===== config.mk =====
export PLATFORM = sky130hd
export DESIGN_NAME = color_filter_ctrl
export DESIGN_NICKNAME = d
export VERILOG_FILES = /design/src/rtl/color_filter_ctrl.sv
export SDC_FILE = /design/constraint.sdc
export NUM_CORES = 1
export LEC_CHECK = 0
export ABC_AREA = 1
export ABC_CLOCK_PERIOD_IN_PS = 3550
export CAP_MARGIN = 20
export CORE_AREA = 2 2 58 60
export DETAILED_ROUTE_END_ITERATION = 16
export DIE_AREA = 0 0 60 62
export MAX_ROUTING_LAYER = met4
export PLACE_DENSITY = 0.79
export SYNTH_ARGS = -nofsm -noshare
export SYNTH_HDL_FRONTEND = slang
export SYNTH_SLANG_ARGS = --single-unit
export TNS_END_PERCENT = 1

===== constraint.sdc =====
create_clock -name clk -period 3.55 [get_ports clk]
set_input_delay 0.71 -clock clk [delete_from_list [all_inputs] [get_ports clk]]
set_output_delay 0.71 -clock clk [all_outputs]
set_load 0.03 [all_outputs]

===== src/rtl/color_filter_ctrl.sv =====
// -----------------------------------------------------------------------------
// color_filter_ctrl
//   Sequences the per-channel colour-kill controls of the pixel colour filter
//   from two push-buttons. Both buttons are synchronised and debounced, a
//   3-bit filter mode is stepped up/down (or cleared when both are pressed),
//   and the pending mode is committed to the filter outputs only on a frame
//   boundary (synchronised rising edge of vsync). This keeps every frame
//   filtered with a single, consistent setting.
//
// Parameters
//   DEBOUNCE_CYCLES : clk cycles a button level must stay stable to be accepted
//   DB_W            : debounce counter width, must hold DEBOUNCE_CYCLES-1
//
// Ports
//   clk       in   system clock
//   rst       in   asynchronous reset, active-high
//   btn_next  in   raw async button, high = pressed, steps mode +1
//   btn_prev  in   raw async button, high = pressed, steps mode -1
//   vsync     in   raw async frame sync, high during vertical blank
//   filter_R  out  kill red   (committed mode bit 0)
//   filter_G  out  kill green (committed mode bit 1)
//   filter_B  out  kill blue  (committed mode bit 2)
//   mode      out  pending (next-frame) mode {B,G,R}
//   pending   out  mode differs from the committed filter setting
// -----------------------------------------------------------------------------
module color_filter_ctrl #(
    parameter int DEBOUNCE_CYCLES = 240000,
    parameter int DB_W            = 18
) (
    input  logic       clk,
    input  logic       rst,
    input  logic       btn_next,
    input  logic       btn_prev,
    input  logic       vsync,
    output logic       filter_R,
    output logic       filter_G,
    output logic       filter_B,
    output logic [2:0] mode,
    output logic       pending
);

    localparam logic [DB_W-1:0] CNT_LAST = DB_W'(DEBOUNCE_CYCLES - 1);

    typedef enum logic [1:0] {
        S_IDLE,
        S_ARMED,
        S_HELD
    } state_t;

    // Synchroniser flops
    logic r_next_s1, r_next_s2;
    logic r_prev_s1, r_prev_s2;
    logic r_vs_s1, r_vs_s2, r_vs_s3;

    // Debounce FSM state
    state_t          r_state;
    logic [DB_W-1:0] r_cnt;
    logic [1:0]      r_code;

    // Mode / committed filter registers
    logic [2:0] r_mode;
    logic [2:0] r_filt;

    logic [1:0] w_b;
    logic       w_vs_rise;

    // Next mode for a debounced button code: next = +1, prev = -1, both = clear.
    // 3-bit arithmetic gives the mod-8 wrap for free.
    function automatic logic [2:0] apply_action(input logic [1:0] code,
                                                 input logic [2:0] cur);
        logic [2:0] res;
        case (code)
            2'b10:   res = cur + 3'd1;
            2'b01:   res = cur - 3'd1;
            default: res = 3'd0;
        endcase
        return res;
    endfunction

    assign w_b       = {r_next_s2, r_prev_s2};
    assign w_vs_rise = r_vs_s2 & ~r_vs_s3;

    // Two-flop synchronisers; the third vsync flop only serves edge detection
    always_ff @(posedge clk or posedge rst) begin
        if (rst) begin
            r_next_s1 <= 1'b0;
            r_next_s2 <= 1'b0;
            r_prev_s1 <= 1'b0;
            r_prev_s2 <= 1'b0;
            r_vs_s1   <= 1'b0;
            r_vs_s2   <= 1'b0;
            r_vs_s3   <= 1'b0;
        end else begin
            r_next_s1 <= btn_next;
            r_next_s2 <= r_next_s1;
            r_prev_s1 <= btn_prev;
            r_prev_s2 <= r_prev_s1;
            r_vs_s1   <= vsync;
            r_vs_s2   <= r_vs_s1;
            r_vs_s3   <= r_vs_s2;
        end
    end

    // Debounce FSM; the mode step happens on the ARMED->HELD transition only,
    // so a long hold never auto-repeats.
    always_ff @(posedge clk or posedge rst) begin
        if (rst) begin
            r_state <= S_IDLE;
            r_cnt   <= '0;
            r_code  <= 2'b00;
            r_mode  <= 3'd0;
        end else begin
            case (r_state)
                S_IDLE: begin
                    r_cnt <= '0;
                    if (w_b != 2'b00) begin
                        r_code  <= w_b;
                        r_state <= S_ARMED;
                    end
                end
                S_ARMED: begin
                    if (w_b != r_code) begin
                        // Code changed or dropped before it was stable: ignore it
                        r_cnt   <= '0;
                        r_state <= S_IDLE;
                    end else if (r_cnt == CNT_LAST) begin
                        r_mode  <= apply_action(r_code, r_mode);
                        r_cnt   <= '0;
                        r_state <= S_HELD;
                    end else begin
                        r_cnt <= r_cnt + DB_W'(1);
                    end
                end
                S_HELD: begin
                    // Counter now measures how long both buttons stayed released
                    if (w_b != 2'b00) begin
                        r_cnt <= '0;
                    end else if (r_cnt == CNT_LAST) begin
                        r_cnt   <= '0;
                        r_state <= S_IDLE;
                    end else begin
                        r_cnt <= r_cnt + DB_W'(1);
                    end
                end
                default: begin
                    r_cnt   <= '0;
                    r_state <= S_IDLE;
                end
            endcase
        end
    end

    // Frame-boundary commit. If a mode step lands on the same edge, the
    // previous mode is committed and the new one waits for the next frame.
    always_ff @(posedge clk or posedge rst) begin
        if (rst) begin
            r_filt <= 3'd0;
        end else if (w_vs_rise) begin
            r_filt <= r_mode;
        end
    end

    assign mode     = r_mode;
    assign filter_R = r_filt[0];
    assign filter_G = r_filt[1];
    assign filter_B = r_filt[2];
    assign pending  = (r_mode != r_filt);

endmodule


==> impl_summary.md <==
Outcome
The run finished with clean final reports.

Floorplanning
The core region is 3180 um2. The top-level I/O count is 12. From left edge to right edge, the die measures 60 um.

The die height is 62 um. The cell row count is 21. The starting density of the core is 0.564. The die covers 3720 um2.

Min path
The class of the most critical hold timing path is reg -> reg. The origin of the worst min-delay path is r_vs_s1.

Routing
Dividing the detail-routed via count by the number of cells gives 4.77. The first-pass detailed-route iteration total is 4. The vias after detailed routing is 1308. In this run, the number of DRC markers left after iteration 0 of detailed routing was 38. In this run the remaining antenna-violating nets after routing total 0. After detailed routing, the average wire length per cell comes to 10.3 um. The total wire length is 2820 um. The DRC violations left is 0.

Final layout
The area used by multi-input combinational logic is 797 um2. Summing all non-filler instances in the final layout gives an area of 2040 um2. Registers take 876 um2. After the flow finishes, the layout carries non-filler instances totaling 274. At the end of the flow the core is filled with cells to 0.643.

The final layout net count is 238. Leaving out fill and tap cells, the most frequent cell in the layout is sky130_fd_sc_hd__nand2_1. From synthesis to final layout, the design area changed by 14.0%.

0 antenna diodes ended up in the layout. The final-layout fill cell count is 290. The top cell types in the final layout, fill and taps aside, are sky130_fd_sc_hd__nand2_1 (47), sky130_fd_sc_hd__dfrtp_1 (35), sky130_fd_sc_hd__nor2_1 (31), sky130_fd_sc_hd__inv_1 (29), sky130_fd_sc_hd__clkdlybuf4s50_1 (11). The share of cells above drive strength 1 is 0.110.

Synth
The fraction of the mapped netlist area in compound gates came to 0.0307. The post-synthesis mux area share is 0.00628. Of the total synthesized cell area, the portion taken by XOR and XNOR cells is 0.0733. The number of nets in the synthesized netlist is 220. The count of state elements after synthesis is 35. The arithmetic-cell share of the synthesized area counting full adders, half adders and majority gates is 0.0461. The largest family of logic cells by synthesized area is simple AND/OR/NAND/NOR gates. Synthesis handed over a netlist of 209 instances. In this run, distinct cell masters in the synthesized netlist total 24.

The Yosys step of the flow raised 0 warnings. The share of synthesized area occupied by flip-flops and latches is 0.488. The area of the mapped netlist is 1790 um2. The fraction of the mapped netlist area in simple logic gates is 0.288. In this run the mean area of a mapped cell was 8.58 um2.

Global routing
The initial antenna violation count is 0. The pin count of the biggest net entering global routing is 36. The global-route wire length before repair is 4680 um.

The all-layer global routing usage is 0.182. The final global-route overflow total is 0. The via count of the first global-routing pass came to 1134.

STA
Across all setup checks in the final design, the least slack found is 1.14 ns. For this run, the top clock speed supported by timing is 415 MHz. For the final routed database, the setup TNS stands at 0 ns.

Setup repair after global routing left no endpoint under its margin. The remaining max-slew budget at the tightest pin is 0.719. The largest clock skew in the final design is 0.0158 ns. Dividing the final minimum period by the clock period gives 0.678. At the pin with the least slew margin, the transition time is 0.421 ns. Setup violations remaining at the end of the flow were counted as 0. The max-slew violation count is 0. The post-layout minimum cycle time is 2.41 ns. The final count of hold timing violations is 0.

Place
The worst setup timing slack at the placement stage is 1.53 ns. The final HPWL from detailed placement is 2120 um. At the end of routability-driven placement, the weighted congestion stood at 0.835.

Including well taps, the total number of placed cells is 266. In this run the cell area measured after placement is 1960 um2. Port buffering added 11 buffers.

Clock network
Clock latency on the worst-skew pair, taken at its later pin, is 0.35 ns. The longest clock path from root to sink contains 2 buffers. In this run the clock root is driven by a sky130_fd_sc_hd__clkbuf_4. The post-cts repair resize count is 0. CTS saw 35 sinks. The count of hold-fix buffers inserted at cts is 0. Buffers added to address setup during post-CTS repair amount to 0. Clock-pin slew was measured on the worst setup and hold paths at 0.11 ns. The number of buffers added by the clock tree synthesis step is 5. In this run the number of H-tree levels came out at 2. TritonCTS built the clock tree.

Critical path
The worst setup path is captured at an output pin. The critical path's slowest cell is sky130_fd_sc_hd__clkdlybuf4s50_1. STA classifies the critical path startpoint as a flop. Among cell families on the critical path, the largest total delay comes from buffers and inverters. The maximum net fanout on the critical path is 5. The largest single stage delay on the critical path is 0.66 ns. Counting both buffers and inverters, the worst setup path holds a total of 1.

The worst setup path is of the reg -> out kind. In this run the worst setup path begins at mode[2]. The critical path data arrival time is 1.70 ns. Traced cell by cell, the critical path runs through xnor2_1, nand3_1, clkdlybuf4s50_1.

In this run the critical register-to-register path is launched from r_code[1]. Setup slack on the worst reg-to-reg path comes out at 1.93 ns. The required arrival time at the worst endpoint is 2.84 ns.

Power
The leakage power is 0.924 nW. The worst IR drop on VDD is 0.363 mV. The cell area power density is 443 nW/um2.

Flow run
Across the run, the number of max-cap violations was 0.
worst paths after layout:
kind | to | depth (start not counted)
min in group asynchronous | mode[2] | 3
max in group asynchronous | r_state[0] | 3
worst min register to register | r_vs_s2 | 0
worst max register to register | mode[1] | 6
worst max-delay path | pending | 3
worst min-delay path | r_vs_s2 | 0
Yosys cell counts (all sizes together):
master,number,area share
nand4,2,0.0070
nor3,9,0.037
ha,5,0.035
nand3,12,0.043
nand2,52,0.12
dfrtp,35,0.49
nor2,35,0.082
buf,1,0.0063
or2,1,0.0035
fa,1,0.011
o21ai,9,0.025
mux2,1,0.0063
inv,29,0.061
a21oi,2,0.0056
xnor2,7,0.034
xor2,8,0.039
metal layers:
| metal | track usage | part of all wire | vias to the layer above |
|---|---|---|---|
| li1 | - | - | 683 |
| met3 | 0.0642 | 0.034 | 7 |
| met5 | - | 0 | - |
| met2 | 0.297 | 0.47 | 15 |
| met4 | 0.0889 | 0.025 | 0 |
| met1 | 0.200 | 0.47 | 603 |
final cells by class:
class	instances	area share
clock buffer	6	0.0251
clock inverter	2	0.0171
inverter	29	0.0533
multi-input combinational	144	0.390
sequential	35	0.429
tap	46	0.0282
timing repair buffer	12	0.0576
power breakdown:
part	total [W]	internal, W	switching (W)	leakage (nW)
Sequential	0.000440	0.000422	0.0000181	0.467
Clock	0.000302	0.000166	0.000136	0.0482
Combinational	0.000163	0.0000624	0.000101	0.408
flip-flops by register name, indices dropped and copies added, names as in the netlist:
register	cells
r_vs_s3	1
r_next_s1	1
r_vs_s2	1
r_filt	3
r_cnt	18
r_next_s2	1
r_prev_s2	1
r_vs_s1	1
r_code	2
r_prev_s1	1
mode	3
r_state	2
per-stage QoR:
stage          hold slack, ns  power [W]
6_report                0.362   0.000905
2_1_floorplan           0.331   0.000581
3_5_place_dp            0.336   0.000614
4_1_cts                 0.364   0.000916
3_3_place_gp            0.332   0.000611
5_1_grt                 0.373   0.000970
logic make-up after synthesis:
logic type	Yosys count
buffers and inverters	30
AOI/OAI and AO/OA	11
adders and majority gates	6
and+or+nand+nor	111
DFF	35
xor gates and xnor gates	15
muxes	1
No activity file was read; power rests on OpenSTA's default activity.
